## config.mk

```make
export PLATFORM = sky130hd
export DESIGN_NAME = shifter8_right_seq_flat
export DESIGN_NICKNAME = d
export VERILOG_FILES = /design/src/rtl/shifter8_right_seq_if.sv /design/src/rtl/shifter8_right_seq.sv /design/src/flat_wrapper.sv
export SDC_FILE = /design/constraint.sdc
export NUM_CORES = 1
export LEC_CHECK = 0
export BUFFER_PORTS_ARGS = -buffer_cell sky130_fd_sc_hd__buf_2
export CORE_ASPECT_RATIO = 1.1
export CORE_UTILIZATION = 46
export CTS_CLUSTER_SIZE = 24
export DETAILED_ROUTE_END_ITERATION = 8
export PLACE_DENSITY = 0.74
export SLEW_MARGIN = 20
export SYNTH_ARGS = -nofsm -noshare
export SYNTH_HDL_FRONTEND = slang
export SYNTH_SLANG_ARGS = --single-unit
```

## constraint.sdc

```tcl
create_clock -name clk -period 1.7 [get_ports clk]
set_clock_uncertainty 0.2 [all_clocks]
set_input_delay 0.255 -clock clk [delete_from_list [all_inputs] [get_ports clk]]
set_output_delay 0.255 -clock clk [all_outputs]
set_load 0.005 [all_outputs]
```

## src/rtl/shifter8_right_seq_if.sv

```systemverilog
// Handshake and data bundle between a controller and the sequential
// 8-bit right shifter.
interface shifter8_right_seq_if;
    logic       start;
    logic [7:0] d_in;
    logic [2:0] shamt;
    logic       arith;
    logic [7:0] d_out;
    logic       busy;
    logic       done;

    modport master (
        output start, d_in, shamt, arith,
        input  d_out, busy, done
    );

    modport slave (
        input  start, d_in, shamt, arith,
        output d_out, busy, done
    );
endinterface

```

## src/rtl/shifter8_right_seq.sv

```systemverilog
// Sequential 8-bit right shifter: loads an operand on start and shifts it
// right by 0-7 bits, at most 3 positions per clock, with logical or arithmetic fill.
module shifter8_right_seq (
    input  logic                  clk,
    input  logic                  reset_n,
    shifter8_right_seq_if.slave   bus
);

    typedef enum logic [1:0] {
        IDLE  = 2'd0,
        SHIFT = 2'd1,
        DONE  = 2'd2
    } state_t;

    state_t     state_r;
    logic [7:0] data_r;
    logic [2:0] rem_r;
    logic       arith_r;
    logic       sign_r;
    logic       busy_r;
    logic       done_r;

    logic [1:0] step_s;
    logic [2:0] rem_next_s;
    logic [7:0] shifted_s;
    logic       fill_s;

    // One 4-way step: sel 0 passes through, sel 1/2/3 take bit i+sel or the fill bit.
    function automatic logic [7:0] shift_step(
        input logic [7:0] d,
        input logic [1:0] sel,
        input logic       fill
    );
        logic [10:0] ext;
        logic [7:0]  res;
        ext = {fill, fill, fill, d};
        case (sel)
            2'd0:    res = ext[7:0];
            2'd1:    res = ext[8:1];
            2'd2:    res = ext[9:2];
            2'd3:    res = ext[10:3];
            default: res = d;
        endcase
        return res;
    endfunction

    // Step size, next remaining count and shifted value for the SHIFT state.
    always_comb begin
        step_s     = 2'd0;
        rem_next_s = 3'd0;
        shifted_s  = 8'h00;
        fill_s     = arith_r & sign_r;
        if (rem_r > 3'd3) begin
            step_s = 2'd3;
        end else begin
            step_s = rem_r[1:0];
        end
        rem_next_s = rem_r - {1'b0, step_s};
        shifted_s  = shift_step(data_r, step_s, fill_s);
    end

    // Control FSM with working register; done is issued the cycle after DONE.
    always_ff @(posedge clk) begin
        if (!reset_n) begin
            state_r <= IDLE;
            data_r  <= 8'h00;
            rem_r   <= 3'd0;
            arith_r <= 1'b0;
            sign_r  <= 1'b0;
            busy_r  <= 1'b0;
            done_r  <= 1'b0;
        end else begin
            done_r <= 1'b0;
            case (state_r)
                IDLE: begin
                    if (bus.start) begin
                        data_r  <= bus.d_in;
                        rem_r   <= bus.shamt;
                        arith_r <= bus.arith;
                        sign_r  <= bus.d_in[7];
                        busy_r  <= 1'b1;
                        if (bus.shamt != 3'd0) begin
                            state_r <= SHIFT;
                        end else begin
                            state_r <= DONE;
                        end
                    end else begin
                        busy_r <= 1'b0;
                    end
                end
                SHIFT: begin
                    data_r <= shifted_s;
                    rem_r  <= rem_next_s;
                    busy_r <= 1'b1;
                    if (rem_next_s == 3'd0) begin
                        state_r <= DONE;
                    end else begin
                        state_r <= SHIFT;
                    end
                end
                DONE: begin
                    state_r <= IDLE;
                    busy_r  <= 1'b0;
                    done_r  <= 1'b1;
                end
                default: begin
                    state_r <= IDLE;
                    busy_r  <= 1'b0;
                end
            endcase
        end
    end

    assign bus.d_out = data_r;
    assign bus.busy  = busy_r;
    assign bus.done  = done_r;

endmodule

```

## src/flat_wrapper.sv

```systemverilog
// flat-port wrapper written by rule: the top's interface ports become plain ports
module shifter8_right_seq_flat 
  (clk, reset_n, bus_start, bus_d_in, bus_shamt, bus_arith, bus_d_out, bus_busy, bus_done);
  shifter8_right_seq_if bus_i ();
  input  logic clk;
  input  logic reset_n;
  input wire logic [$bits(bus_i.start)-1:0] bus_start;
  input wire logic [$bits(bus_i.d_in)-1:0] bus_d_in;
  input wire logic [$bits(bus_i.shamt)-1:0] bus_shamt;
  input wire logic [$bits(bus_i.arith)-1:0] bus_arith;
  output wire logic [$bits(bus_i.d_out)-1:0] bus_d_out;
  output wire logic [$bits(bus_i.busy)-1:0] bus_busy;
  output wire logic [$bits(bus_i.done)-1:0] bus_done;
  assign bus_i.start = bus_start;
  assign bus_i.d_in = bus_d_in;
  assign bus_i.shamt = bus_shamt;
  assign bus_i.arith = bus_arith;
  assign bus_d_out = bus_i.d_out;
  assign bus_busy = bus_i.busy;
  assign bus_done = bus_i.done;
  shifter8_right_seq u_core (.clk(clk), .reset_n(reset_n), .bus(bus_i));
endmodule
```

=== Word level (Yosys, flattened, before mapping) ===
Cells that the tools add are included.

* Mux-type cells: 13
* $add $sub $neg: 1
* Reductions and logical operators: 8
* Bitwise gates (word level): 1
* Magnitude comparators: 1
* Eq/ne operators: 7

{| class="wikitable"
|+ Operators with widths
! cell !! count
|-
| $pmux 8 s3 || 1
|-
| $pmux 8 s2 || 1
|-
| $mux 2 || 4
|-
| $mux 8 || 1
|-
| $eq 2x2->1 const B || 3
|-
| $pmux 3 s2 || 1
|-
| $eq 2x1->1 const B || 2
|-
| $logic_not 2->1 || 2
|-
| $ne 2x2->1 const B || 2
|-
| $pmux 2 s2 || 1
|-
| $reduce_and 2->1 || 2
|-
| $gt 3x2->1 const B || 1
|-
| $logic_not 3->1 || 1
|-
| $mux 3 || 1
|-
| $reduce_and 3->1 || 1
|-
| $reduce_bool 3->1 || 1
|-
| $sub 3x2->3 || 1
|-
| $mux 1 || 2
|-
| $pmux 1 s2 || 1
|-
| $reduce_bool 2->1 || 1
|-
| $and 1x1->1 || 1
|}

* Output and inout port bits: 10
* Register bits after elaboration: 17

=== Logic depth before layout (Yosys ltp) ===
* Word-level depth: 6
* Depth in mapped cells: 6

=== Least setup slack after synthesis ===
Ideal clock, no wire load.

* Path kind: flip-flop to flip-flop
* From: register u_core.rem_r[1]
* To: register u_core.rem_r[2]
* Slack: 0.088 ns
* Arrival: 1.289 ns
* Required time: 1.377 ns
* Stages on the path, launching flop included: 7
* Path through: dfxtp_1 > buf_2 > nand2b_1 > ha_1 > a21o_1 > a221oi_1 > nor2b_1

* Cells in the longest elaborated chain, start to end: 4

{| class="wikitable"
|+ Ends and longest elaborated chain
! item !! line !! RTL
|-
| start, declared || shifter8_right_seq.sv:17 || <nowiki>logic [2:0] rem_r;</nowiki>
|-
| start signal, assigned || shifter8_right_seq.sv:78 || <nowiki>rem_r <= bus.shamt;</nowiki>
|-
| start signal, assigned || shifter8_right_seq.sv:93 || <nowiki>rem_r <= rem_next_s;</nowiki>
|-
| $gt 3x2->1 || shifter8_right_seq.sv:53 || <nowiki>if (rem_r > 3'd3) begin</nowiki>
|-
| $mux 2 || shifter8_right_seq.sv:53 ||
|-
| $sub 3x2->3 * || shifter8_right_seq.sv:58 || <nowiki>rem_next_s = rem_r - {1'b0, step_s};</nowiki>
|-
| $pmux 3 s2 * || shifter8_right_seq.sv:74 || <nowiki>case (state_r)</nowiki>
|}

Mark *: on every way between the ends. The rest lies on a longest branch, timed or not.
A chain may end at the register's enable or synchronous reset.

=== Worst setup path after layout ===
* From: register u_core.state_r[0]
* To: register u_core.data_r[4], in the netlist u_core.bus.d_out[4]

* Cells in the longest elaborated chain, start to end: 3
* Elaborated cells on any way between the ends: 7
* Those cells by class: 3 x eq/ne; 1 x mux; 3 x reduce/logical

{| class="wikitable"
|+ Ends and longest elaborated chain
! item !! line !! RTL
|-
| start, declared || shifter8_right_seq.sv:15 || <nowiki>state_t state_r;</nowiki>
|-
| start signal, assigned || shifter8_right_seq.sv:65 || <nowiki>state_r <= IDLE;</nowiki>
|-
| start signal, assigned || shifter8_right_seq.sv:83 || <nowiki>state_r <= SHIFT;</nowiki>
|-
| start signal, assigned || shifter8_right_seq.sv:85 || <nowiki>state_r <= DONE;</nowiki>
|-
| $eq 2x1->1 or $logic_not 2->1 (tied branches) || shifter8_right_seq.sv:74 ||
|-
| $ne 2x2->1 (no line) or $reduce_bool 2->1 (tied branches) || - ||
|-
| $reduce_and 3->1 (no line) || - ||
|-
| end signal, assigned || shifter8_right_seq.sv:77 || <nowiki>data_r <= bus.d_in;</nowiki>
|-
| end signal, assigned || shifter8_right_seq.sv:92 || <nowiki>data_r <= shifted_s;</nowiki>
|-
| end, declared || shifter8_right_seq.sv:16 || <nowiki>logic [7:0] data_r;</nowiki>
|}

Several ways; a longest one is shown, not always the timed one.

==> results_dict.tcl <==
set metrics [dict create \
    status "finished clean" \
    ctsHoldBuffers 0 \
    cts-root-buf "clkbuf_4" \
    hold_class "in -> reg" \
    fp-row-count 16 \
    grt_pass1_wl_mm 3.77 \
    start_kind "flip-flop" \
    top_layer "met4" \
    critical_path_class "reg -> reg" \
    drt_first_pass_iters 4 \
    grt_usage 0.224 \
    clkPwrFrac 0.218 \
    cp_max_fo 11 \
    fp.dieArea_sq_um 2240 \
    p_sw_w 0.000323 \
    avgSynthCellArea_sq_um 8.67 \
    layout.nets 154 \
    critPathRequiredTime_ps 1680 \
    rsz0062_at_grt "no" \
    yosys_most_used_dff "dfxtp_1" \
    overflow 0 \
    min_period_ps 1600 \
    grt_max_degree 23 \
    cp_slowest_stage_delay_ps 450 \
    die_h_microns 49.5 \
    path_cells "or2b_1, a221oi_1, o22ai_1" \
    clk_pin_slew_ps 100 \
    p_leak_nw 0.494 \
    endpoint_kind "flip-flop" \
    htree_levels 1 \
    syn_area_sq_um 945 \
    slew_headroom 0.756 \
    vias 947 \
    core_sq_um 1860 \
    ys_types 32 \
    yosysSeqAreaShare 0.360 \
    drt-initial-drc-count 39 \
    synth.net_count 125 \
    drc 0 \
    timing.fmax_ghz 0.627 \
    hold_depth 3 \
    clkLatencyLatePin_ps 290 \
    finalCritPeriodShare 0.938 \
    hold_ws_ps 18.4 \
    cts_setup_buffers 0 \
    dp_hpwl_mm 1.60 \
    vdd_drop_max_uv 593 \
    drive_gt1_frac 0.299 \
    timing_hold_violations_final 0 \
    post_cts_resized 0 \
    avgRoutedWirePerCell_microns 13.5 \
    yosysWarnings 0 \
    synth_edf_count 0 \
    cp_slowest_cell "dfxtp_1" \
    met3_length_microns 97 \
    power_density_nw_per_um2 875 \
    area_growth_pct 21.6 \
    synthCells 109 \
    sw_frac_of_total 0.322 \
    internal-power_w 0.000682 \
    cts_tree "yes" \
    cts_made_buffers 3 \
    r2r-end "u_core.bus.d_out[4]" \
    worst_slew_pin_slew_ps 366 \
    antenna_left 0 \
    first_global_vias 844 \
    viasPerCell 5.77 \
    p_seq_frac 0.484 \
    antenna_cells 0 \
    hold_end "u_core.bus.busy" \
    async_flop_share 0 \
    reg2reg_setup_slack_ps 100 \
    die_x_microns 45.2 \
    r2r_cells 3 \
    drv_slew 0 \
    antenna_found_initial 0 \
    portBuffers 24 \
    max-cap-violations 0 \
    rr_startpoint "u_core.state_r[0]" \
    gp_congestion 0.800 \
    setup_violations 0 \
    setup_tns_ps 0 \
    synth_seq_cells 17 \
    dr_wl_met2_mm 1.06 \
    worstHoldStart "bus_start" \
    wl_met1_mm 1.04 \
    routed_wl_mm 2.22 \
    pin_count 25 \
    initial_core_util 0.507 \
    clkSinkCount 17 \
    p_comb_frac 0.297 \
    worstPathArrival_ps 1570 \
    cts_buffer_depth 2 \
]
## cells by family after synthesis
family,Yosys count,synth area share
AND/OR/NAND/NOR,42,0.229
AO/OA/AOI/OAI,38,0.327
flip-flops,17,0.360
buffers and inverters,9,0.0490
multiplexers,2,0.0212
adder cells (fa/ha/maj),1,0.0132
## cell type report
type / count / area, sq um
flip-flops and latches: 17 / 342
fillers: 178 / 713
clock buffers: 4 / 26.3
inverters: 3 / 11.3
repair buffers: 30 / 178
multi-input cells: 83 / 558
well taps: 27 / 33.8
## sequential cells by signal, summed over array words and instances, names as in the netlist
name / count
u_core.bus.busy: 1
u_core.bus.d_out: 8
u_core.sign_r: 1
u_core.bus.done: 1
u_core.arith_r: 1
u_core.rem_r: 3
u_core.state_r: 2
## worst max path at each step
stage | startpoint | end
after global placement | u_core.rem_r[2] | u_core.rem_r[2]
after CTS | u_core.rem_r[2] | u_core.rem_r[2]
final | u_core.state_r[0] | u_core.bus.d_out[4]
after floorplan | u_core.rem_r[1] | u_core.rem_r[2]
after global routing | u_core.state_r[0] | u_core.bus.d_out[1]
after detailed placement | u_core.rem_r[2] | u_core.rem_r[2]
## through the flow
step	utilization	cells	area (sq um)	setup WS, ps	power (W)
2_1_floorplan	-	109	945	88.2	0.000684
3_3_place_gp	0.602	160	1120	108	0.000781
3_5_place_dp	0.602	160	1120	51.7	0.000788
4_1_cts	0.616	164	1150	36.3	0.00101
5_1_grt	0.617	164	1150	9.69	0.00108
6_report	0.617	164	1150	105	0.00100
## synthesized netlist by cell type, types with 2 or more instances
library cell	number	area share
dfxtp_1	17	0.36
inv_1	3	0.012
a221oi_1	7	0.065
o22ai_1	6	0.040
mux2i_1	2	0.021
nand2_1	13	0.052
nor2b_1	11	0.073
a21oi_1	2	0.011
nor2_1	7	0.028
nand2b_1	5	0.033
a31o_2	5	0.046
nor3_1	2	0.011
buf_2	4	0.021
o211ai_1	7	0.056
## cells in the final DEF, fill, tap and decap left out, types with 2 or more instances in the layout
| cell type | n |
|---|---|
| dfxtp_1 | 16 |
| a31o_2 | 5 |
| o22ai_1 | 6 |
| buf_2 | 24 |
| nor3_1 | 2 |
| clkbuf_4 | 3 |
| a221oi_1 | 7 |
| nor2b_1 | 11 |
| inv_1 | 3 |
| buf_4 | 5 |
| a21oi_1 | 2 |
| nor2_1 | 7 |
| nand2b_1 | 5 |
| mux2i_1 | 2 |
| o211ai_1 | 7 |
| nand2_1 | 13 |
## layer usage
layer	vias up	global-route usage
met1	443	0.313
met2	32	0.345
li1	468	-
met4	0	0.0758
met5	-	0
met3	4	0.0330
## critical path: cells and delay by family (launching register included)
| family | cells | cell delay (ps) |
|---|---|---|
| DFF | 1 | 450 |
| AOI/OAI and AO/OA | 2 | 440 |
| and+or+nand+nor | 1 | 390 |
## power by group through the flow
stage	combinational (W)	sequential, W	clock (W)
finish	0.000299	0.000487	0.000219
global route	0.000330	0.000494	0.000251
CTS	0.000297	0.000486	0.000224
detailed placement	0.000294	0.000494	0
global placement	0.000288	0.000493	0
floorplan	0.000195	0.000489	0
Note: power is estimated with default switching activity, not from simulation.
